--- config.mk ---
export PLATFORM = sky130hd
export DESIGN_NAME = bspi_slave
export DESIGN_NICKNAME = d
export VERILOG_FILES = /design/src/rtl/bspi_slave.sv
export SDC_FILE = /design/constraint.sdc
export NUM_CORES = 1
export LEC_CHECK = 0
export BUFFER_PORTS_ARGS = -buffer_cell sky130_fd_sc_hd__buf_2
export CAP_MARGIN = 25
export CORE_MARGIN = 2
export CORE_UTILIZATION = 37
export CTS_CLUSTER_DIAMETER = 50
export DETAILED_ROUTE_END_ITERATION = 16
export HOLD_SLACK_MARGIN = 0.12
export PLACE_DENSITY_LB_ADDON = 0.05
export SYNTH_ARGS = -nofsm -noshare
export SYNTH_HDL_FRONTEND = slang
export SYNTH_SLANG_ARGS = --single-unit
export TNS_END_PERCENT = 1
--- constraint.sdc ---
create_clock -name clk -period 2.87 [get_ports clk]
set_input_delay 0.1435 -clock clk [delete_from_list [all_inputs] [get_ports clk]]
set_output_delay 0.1435 -clock clk [all_outputs]
set_load 0.03 [all_outputs]
--- src/rtl/bspi_slave.sv ---
// Boot-config SPI slave: receives 48-bit frames (16-bit header + 32-bit data)
// over an asynchronous SPI link and turns them into single-word memory writes
// or reads. Every SPI input is synchronized into the clk domain. Edges are found
// from the synchronized history.
`timescale 1ns/1ps
module bspi_slave #(
  parameter int ADDR_W = 11,
  parameter int SYNC_N = 2
) (
  input  logic              clk,
  input  logic              rst_n,
  input  logic              bcf,
  input  logic              scs,
  input  logic              sck,
  input  logic              sdi,
  output logic              sdo,
  output logic              mem_we,
  output logic              mem_re,
  output logic [ADDR_W-1:0] mem_addr,
  output logic [31:0]       mem_wdata,
  input  logic [31:0]       mem_rdata,
  output logic              busy,
  output logic              err
);

  typedef enum logic [2:0] {
    IDLE, HDR, WR_DATA, RD_REQ, RD_WAIT, RD_DATA, DRAIN
  } state_t;

  state_t            state_q, state_d;
  logic [SYNC_N-1:0] scs_sync_q, scs_sync_d;
  logic [SYNC_N-1:0] sck_sync_q, sck_sync_d;
  logic [SYNC_N-1:0] sdi_sync_q, sdi_sync_d;
  logic              scs_prev_q, scs_prev_d;
  logic              sck_prev_q, sck_prev_d;
  logic [5:0]        bit_cnt_q, bit_cnt_d;
  logic [31:0]       shift_q, shift_d;
  logic [ADDR_W-1:0] mem_addr_q, mem_addr_d;
  logic [31:0]       mem_wdata_q, mem_wdata_d;
  logic              mem_we_q, mem_we_d;
  logic              err_q, err_d;

  logic scs_s, sck_s, sdi_s;
  logic scs_fall, sck_rise, sck_fall, abort;

  assign scs_s    = scs_sync_q[SYNC_N-1];
  assign sck_s    = sck_sync_q[SYNC_N-1];
  assign sdi_s    = sdi_sync_q[SYNC_N-1];
  assign scs_fall = scs_prev_q & ~scs_s;
  assign sck_rise = sck_s & ~sck_prev_q;
  assign sck_fall = sck_prev_q & ~sck_s;
  // A deselect or a dropped boot-config enable kills any frame still collecting
  assign abort    = scs_s | ~bcf;

  // Synchronizer chains and the one-deep history used for edge detection
  always_comb begin
    scs_sync_d    = scs_sync_q;
    sck_sync_d    = sck_sync_q;
    sdi_sync_d    = sdi_sync_q;
    scs_sync_d[0] = scs;
    sck_sync_d[0] = sck;
    sdi_sync_d[0] = sdi;
    for (int i = 1; i < SYNC_N; i++) begin
      scs_sync_d[i] = scs_sync_q[i-1];
      sck_sync_d[i] = sck_sync_q[i-1];
      sdi_sync_d[i] = sdi_sync_q[i-1];
    end
    scs_prev_d = scs_s;
    sck_prev_d = sck_s;
  end

  // Frame sequencing: shifting, header decode, memory strobes and abort handling
  always_comb begin
    state_d     = state_q;
    bit_cnt_d   = bit_cnt_q;
    shift_d     = shift_q;
    mem_addr_d  = mem_addr_q;
    mem_wdata_d = mem_wdata_q;
    mem_we_d    = 1'b0;
    err_d       = 1'b0;
    case (state_q)
      IDLE: begin
        if (scs_fall && bcf) begin
          state_d   = HDR;
          bit_cnt_d = 6'd0;
        end
      end
      HDR: begin
        if (abort) begin
          err_d   = 1'b1;
          state_d = IDLE;
        end else if (sck_rise) begin
          shift_d   = {shift_q[30:0], sdi_s};
          bit_cnt_d = bit_cnt_q + 6'd1;
          if (bit_cnt_q == 6'd15) begin
            if (shift_q[14]) begin
              mem_addr_d = ADDR_W'({shift_q[9:0], sdi_s});
              state_d    = shift_q[13] ? RD_REQ : WR_DATA;
            end else begin
              err_d   = 1'b1;
              state_d = DRAIN;
            end
          end
        end
      end
      WR_DATA: begin
        if (abort) begin
          err_d   = 1'b1;
          state_d = IDLE;
        end else if (sck_rise) begin
          shift_d   = {shift_q[30:0], sdi_s};
          bit_cnt_d = bit_cnt_q + 6'd1;
          if (bit_cnt_q == 6'd47) begin
            mem_we_d    = 1'b1;
            mem_wdata_d = {shift_q[30:0], sdi_s};
            state_d     = DRAIN;
          end
        end
      end
      RD_REQ: begin
        if (abort) begin
          err_d   = 1'b1;
          state_d = IDLE;
        end else begin
          state_d = RD_WAIT;
          if (sck_rise) bit_cnt_d = bit_cnt_q + 6'd1;
        end
      end
      RD_WAIT: begin
        if (abort) begin
          err_d   = 1'b1;
          state_d = IDLE;
        end else begin
          shift_d = mem_rdata;
          state_d = RD_DATA;
          if (sck_rise) bit_cnt_d = bit_cnt_q + 6'd1;
        end
      end
      RD_DATA: begin
        // The trailing header fall must not shift away bit 31 before the master samples it
        if (abort) begin
          err_d   = 1'b1;
          state_d = IDLE;
        end else if (sck_rise) begin
          bit_cnt_d = bit_cnt_q + 6'd1;
          if (bit_cnt_q == 6'd47) state_d = DRAIN;
        end else if (sck_fall && (bit_cnt_q > 6'd16)) begin
          shift_d = {shift_q[30:0], 1'b0};
        end
      end
      DRAIN: begin
        if (scs_s) state_d = IDLE;
      end
      default: state_d = IDLE;
    endcase
  end

  // State and datapath registers; reset parks the synchronizers at an idle bus
  always_ff @(posedge clk or negedge rst_n) begin
    if (!rst_n) begin
      state_q     <= IDLE;
      scs_sync_q  <= '1;
      sck_sync_q  <= '1;
      sdi_sync_q  <= '0;
      scs_prev_q  <= 1'b1;
      sck_prev_q  <= 1'b1;
      bit_cnt_q   <= 6'd0;
      shift_q     <= 32'd0;
      mem_addr_q  <= '0;
      mem_wdata_q <= 32'd0;
      mem_we_q    <= 1'b0;
      err_q       <= 1'b0;
    end else begin
      state_q     <= state_d;
      scs_sync_q  <= scs_sync_d;
      sck_sync_q  <= sck_sync_d;
      sdi_sync_q  <= sdi_sync_d;
      scs_prev_q  <= scs_prev_d;
      sck_prev_q  <= sck_prev_d;
      bit_cnt_q   <= bit_cnt_d;
      shift_q     <= shift_d;
      mem_addr_q  <= mem_addr_d;
      mem_wdata_q <= mem_wdata_d;
      mem_we_q    <= mem_we_d;
      err_q       <= err_d;
    end
  end

  assign sdo       = (state_q == RD_DATA) & shift_q[31];
  assign mem_re    = (state_q == RD_REQ);
  assign busy      = (state_q != IDLE);
  assign mem_we    = mem_we_q;
  assign mem_addr  = mem_addr_q;
  assign mem_wdata = mem_wdata_q;
  assign err       = err_q;

endmodule
==> metrics, run 1 <==
outcome completed; Critical Path RT roughly 3.1 ns; Yosys cell types 47; Hold Path Class input pin to flip-flop; unrepaired setup endpoints after global routing no; max incr delay on CP approximately 0.61 ns; Fmax ~0.44 GHz; vias in the first global route approximately 2900; WS Path Type flip-flop to flip-flop; Root Driver clkbuf_16; Net Sw Frac a little over a quarter; endpoints failing hold 0; Critical Path Fanout Max 20; fin nets 446; final instance area roughly 5400 um2; Die Span X about 110 um; starting density of the core between 30% and 40%; Critical Path Source Type flip-flop; post-synthesis register bit count 94; GPL Wtd Cong between 0.7 and 0.8; GRT overflow 0; share of layout cells above drive strength 1 50.36%; HPWL after DPL slightly above 6 mm; CP endpoint kind flip-flop; FFs w/ async S/R, synth 100.0%; Worst-Skew Late Latency 0.35 ns; Slew Viols, Final 0; first-pass GRT wire length approximately 15 mm; Mapped Cells roughly 320; post-layout min period approximately 2.3 ns; Die Area roughly 13000 um2; Logic pwr share a little under a quarter; worst vdd ir approximately 0.28 mV; Antenna diodes 0; number of max-cap violations 0; Leak Pwr between 2 and 3 nW; number of buffers created by CTS 9; Clock Tree Buf Depth 2; Seq/Total Area, Yosys between 50% and 60%; crit share post-route 79.73%; clock tree sinks 94; Non-Filler Instances approximately 550; crit path cell chain nor3b_1 -> and3_2 -> buf_12 -> mux2_2; switching power total between 1 and 1.5 mW; DR DRC count 0; total routed wirelength ~9.2 mm; # rows 39; synthesized area 4430 um2; ys flop type dfrtp_1; # IOs 86; Avg Inst Size Synth 13.98 um2; # resized after CTS 0; Flop pwr share between 40% and 50%; placed cells around 530; Worst Max-Slew Pin Slew 0.5013 ns; Setup TNS 0 ns; post-route ant nets 0; Die Y approximately 110 um; # hold bufs at CTS 4; Buf+Inv Stages, Crit Path 1; DP Area 5029 um2; Cell Pwr Density 707.8 nW/um2; largest net degree at the start of global routing 95; synthesis-to-layout area growth 20.87%; DRT iter0 DRCs around 160; power share of the clock group a little under a third; Initial DRT Pass Iterations 4; Core Box Area 11560 um2; CTS tree done; clk slew on worst S/H paths around 0.070 ns; Tot GR Track Use between 10% and 20%; Ys Warns 0; Internal 2.752 mW; number of synthesized flops with an enable pin 0; worst-case headroom to the max-slew limit about two thirds; Port Buf Inserts 85; H-Tree Level Count 3; WL/cell 16.52 um; slowest stage cell, crit path dfrtp_1; via/cell ratio 5.036; initial antenna violation count 0; clock skew between 0.007 and 0.008 ns; Setup Fix Bufs, Post-CTS 0; Worst EP arrival around 2.5 ns; via count 2790; Crit path max-delay family simple AND/OR/NAND/NOR gates; Syn Nets between 300 and 400; # setup viols final 0
final timing paths:
check | depth (start not counted) | slack (ns) | startpoint | end
worst max-delay path | 4 | 0.58 | state_q[1] | mem_wdata[23]
worst min-delay path | 3 | 0.13 | mem_rdata[14] | shift_q[14]
worst max register to register | 4 | 0.58 | state_q[1] | mem_wdata[23]
worst min register to register | 0 | 0.35 | sdi_sync_q[0] | sdi_sync_q[1]
max in group asynchronous | 3 | 2.08 | rst_n | sck_sync_q[1]
min in group asynchronous | 3 | 0.39 | rst_n | mem_wdata[11]
worst register-to-register path, stage by stage, from the launching register on:
cell,delay (ns)
dfrtp_1,0.61
nor3b_1,0.42
and3_2,0.55
buf_12,0.24
mux2_2,0.36
sequential cells by signal, indices dropped and copies added (netlist names), 2 cells and up:
name,flops
mem_wdata,32
shift_q,32
sdi_sync_q,2
state_q,3
scs_sync_q,2
bit_cnt_q,6
mem_addr,11
sck_sync_q,2
cell usage in the layout (no fill, tap or decap), drive strengths merged, types with 2 or more instances in the layout:
cell	synthesis	final
nand2	12	12
nor2	9	9
dlygate4sd3	0	4
clkbuf	4	11
clkinv	0	3
mux2i	9	9
nor2b	2	2
buf	14	92
mux2	103	103
nand4	4	4
dfrtp	88	88
a21oi	8	8
nand3b	3	3
a21o	2	2
ha	2	2
nand2b	8	8
nand3	4	4
nor3b	3	3
clkinvlp	0	2
dfstp	6	6
o21ai	5	5
inv	5	5
and3	3	3
power by group through the flow:
stage	registers [mW]	logic, mW	clock network, mW
3_3_place_gp	1.79	0.873	0
4_1_cts	1.77	0.892	1.19
3_5_place_dp	1.80	0.884	0
6_report	1.77	0.876	1.15
2_1_floorplan	1.72	0.728	0
5_1_grt	1.82	0.960	1.23
through the flow:
step / setup slack, ns / util [%] / power [mW] / hold WS, ns
floorplan: 0.8591 / - / 2.443 / -0.1521
global placement: 0.6093 / 43.48 / 2.666 / 0.2425
detailed placement: 0.5846 / 43.48 / 2.679 / 0.2396
CTS: 0.5751 / 46.31 / 3.858 / 0.1201
global route: 0.4317 / 46.31 / 4.004 / 0.1428
finish: 0.5817 / 46.31 / 3.791 / 0.1298
routing by layer:
layer  GRT usage [%]  vias up  routed length [um]
li1                -     1316                   -
met1           20.02     1393                4274
met2           23.87       69                4325
met3           4.410       12                 414
met4           5.122        0                 139
met5               0        -                   0
cells by family after synthesis:
kind of cell	Yosys count	share of synthesized area [%]
muxes	112	30.58
DFF	94	53.26
and+or+nand+nor	58	7.964
AOI/OAI and AO/OA	26	4.095
buffers and inverters	23	3.135
xor gates and xnor gates	2	0.3954
adders and majority gates	2	0.5647
layout make-up:
class                   count  area, um2
fillers                  1058       6210
inverters                   5      18.77
flip-flops and latches     94       2360
well taps                 143      178.9
repair buffers             96      570.5
multi-input cells         200       1941
clock buffers              11      252.7
clock inverters             5      33.78
synthesized netlist by cell type, types with 2 or more instances:
cell | number | area, um2
nor2_1 | 9 | 33.78
dfrtp_1 | 88 | 2202
nand4_1 | 4 | 25.02
nand3_1 | 4 | 20.02
ha_1 | 2 | 25.02
and3_1 | 3 | 18.77
nor3b_1 | 3 | 22.52
inv_1 | 5 | 18.77
mux2_4 | 28 | 420.4
mux2i_1 | 9 | 90.09
mux2_2 | 59 | 664.4
dfstp_2 | 6 | 157.7
clkbuf_1 | 4 | 15.01
nand2_1 | 12 | 45.04
o21ai_0 | 5 | 25.02
mux2_1 | 16 | 180.2
nand2b_1 | 8 | 50.05
buf_4 | 4 | 30.03
nor2b_1 | 2 | 12.51
nand3b_1 | 3 | 22.52
buf_2 | 6 | 30.03
a21oi_1 | 8 | 40.04
a21o_1 | 2 | 15.01
buf_6 | 4 | 45.04
(Power assumes the default switching activity.)
==> run 2: changes to the inputs <==
==> constraint.sdc (replaced) <==
create_clock -name clk -period 2.05 [get_ports clk]
set_input_delay 0.1025 -clock clk [delete_from_list [all_inputs] [get_ports clk]]
set_output_delay 0.1025 -clock clk [all_outputs]
set_load 0.03 [all_outputs]
==> metrics, run 2 (synthesis gave the netlist of run 1 again) <==
outcome complete, but fails checks (was completed); failing checks negative setup slack; # rows 39 (unchanged); Worst-Skew Late Latency 0.35 ns (about the same); largest net degree at the start of global routing 49 (was 95); WL/cell 16.36 um (was 16.52 um); Net Sw Frac 27.44% (was 27.40%); Setup TNS -0.02985 ns (was 0 ns); DP Area 5166 um2 (was 5029 um2); slowest stage cell, crit path o311a_1 (was dfrtp_1); Hold Path Class input pin to flip-flop (unchanged); Tot GR Track Use 16.55% (was 15.10%); Crit path max-delay family buffers and inverters (was simple AND/OR/NAND/NOR gates); Slew Viols, Final 0 (unchanged); power share of the clock group 30.3% (was 30.2%); commonest non-fill, non-tap cells in the layout dfrtp_1 (88), buf_2 (84), mux2_2 (57) (was dfrtp_1 (88), buf_2 (84), mux2_2 (59)); synthesis-to-layout area growth 35.22% (was 20.87%); r2r setup slk -0.01 ns (was 0.58 ns); Critical Path Source Type flip-flop (unchanged); post-route ant nets 0 (unchanged); GPL Wtd Cong 0.7619 (was 0.7763); share of layout cells above drive strength 1 50.65% (was 50.36%); Fin Hold WS 0.1342 ns (was 0.1298 ns); Non-Filler Instances 607 (was 554); Die Span X 113.4 um (unchanged); starting density of the core 38.31% (unchanged); Worst Max-Slew Pin Slew 0.6285 ns (was 0.5013 ns); Leak Pwr 2.970 nW (was 2.688 nW); number of max-cap violations 0 (unchanged); Logic pwr share 26.1% (was 23.1%); Antenna diodes 0 (unchanged); # setup viols final 5 (was 0); Buf+Inv Stages, Crit Path 3 (was 1); GRT overflow 0 (unchanged); CTS tree done (unchanged); Fmax 0.4853 GHz (was 0.4370 GHz); Worst EP arrival 2.30 ns (was 2.52 ns); worst-case headroom to the max-slew limit 58.10% (was 66.58%); switching power total 1.565 mW (was 1.039 mW); Internal 4.139 mW (was 2.752 mW); Critical Path RT 2.28 ns (was 3.10 ns); DR DRC count 0 (unchanged); placed cells 549 (was 534); DRT iter0 DRCs 118 (was 164); max incr delay on CP 0.37 ns (was 0.61 ns); crit share post-route 100.5% (was 79.73%); Cell Pwr Density 952.1 nW/um2 (was 707.8 nW/um2); via/cell ratio 4.967 (was 5.036); final instance area 5991 um2 (was 5355 um2); # IOs 86 (unchanged); Die Y 113.4 um (unchanged); first-pass GRT wire length 16.46 mm (was 15.14 mm); HPWL after DPL 6.541 mm (was 6.056 mm); worst vdd ir 0.5102 mV (was 0.2807 mV); number of buffers created by CTS 9 (unchanged); post-layout min period 2.060 ns (was 2.288 ns); unrepaired setup endpoints after global routing yes (was no); worst setup margin -0.01049 ns (was 0.5817 ns); Critical Path Fanout Max 6 (was 20); Initial DRT Pass Iterations 4 (unchanged); fin nets 499 (was 446); total routed wirelength 9.930 mm (was 9.153 mm); most common cell after layout, fill and taps aside dfrtp_1 (unchanged); CP endpoint kind flip-flop (unchanged); Port Buf Inserts 85 (unchanged); vias in the first global route 3161 (was 2910); initial antenna violation count 0 (unchanged); via count 3015 (was 2790); H-Tree Level Count 3 (unchanged); endpoints failing hold 0 (unchanged); Core Box Area 11560 um2 (unchanged); Root Driver clkbuf_16 (unchanged); clock tree sinks 94 (unchanged); clock skew 0.006419 ns (was 0.007962 ns); Clock Tree Buf Depth 2 (unchanged); clk slew on worst S/H paths 0.07 ns (about the same); Flop pwr share 43.6% (was 46.7%); Die Area 12870 um2 (unchanged); crit path cell chain inv_1 -> ha_4 -> nor4b_1 -> o311a_1 -> nor3_4 -> buf_6 -> clkbuf_16 -> mux2_4 (was nor3b_1 -> and3_2 -> buf_12 -> mux2_2); WS Path Type flip-flop to flip-flop (unchanged)
run 2: cell count changes in the layout (fill, tap and decap cells not counted), sizes merged:
cell	delta
dlygate4sd3	+31
buf	+21
clkinv	-1
bufinv	+1
inv	+1
run 2: cell type report:
type / count / area, um2
clock buffers: 10 / 239.0
well taps: 143 / 178.9
flip-flops and latches: 94 / 2360
fillers: 1045 / 5574
repair buffers: 149 / 1144
clock inverters: 6 / 70.07
inverters: 5 / 18.77
multi-input cells: 200 / 1981
run 2: worst paths after layout:
check,endpoint,from,cells past startpoint
min,shift_q[4],mem_rdata[4],3
min in group asynchronous,mem_wdata[10],rst_n,2
max,shift_q[17],bit_cnt_q[1],8
max in group asynchronous,mem_wdata[26],rst_n,3
max reg2reg,shift_q[17],bit_cnt_q[1],8
min reg2reg,sck_sync_q[1],sck_sync_q[0],0
run 2: repair_timing:
| action | CTS | global route |
|---|---|---|
| buffers inserted | 3 | 1 |
| pin swaps | 2 | 5 |
| gates resized for setup | 7 | 10 |
| setup endpoints to repair | 30 | 74 |
| hold buffers | 35 | 0 |
| gates cloned | 2 | 1 |
| endpoints found under the hold margin | 74 | 0 |
run 2: through the flow:
stage	utilization, %	power, mW	setup WS, ns
finish	51.80	5.704	-0.01049
global route	51.80	6.005	-0.1109
CTS	51.24	5.743	-0.02819
detailed placement	44.67	3.832	-0.04725
global placement	44.67	3.798	-0.01657
floorplan	-	3.421	0.03915
run 2: metal layers:
metal | vias to the layer above | track usage [%] | part of all wire, %
li1 | 1426 | - | -
met1 | 1524 | 22.43 | 48
met2 | 59 | 26.07 | 47
met3 | 6 | 4.835 | 3.8
met4 | 0 | 4.634 | 0.98
met5 | - | 0 | 0
run 2: power by group through the flow:
stage                     logic (mW)  clock network [mW]  registers (mW)
after floorplan                 1.02                   0            2.40
after global placement          1.28                   0            2.52
after detailed placement        1.31                   0            2.52
after CTS                       1.46                1.79            2.49
after global routing            1.62                1.84            2.54
final                           1.49                1.73            2.49
run 2: worst min-delay path, cell delays in order:
cell and delay (ns):
buf_2 0.08, mux2_2 0.14, mux2_4 0.13
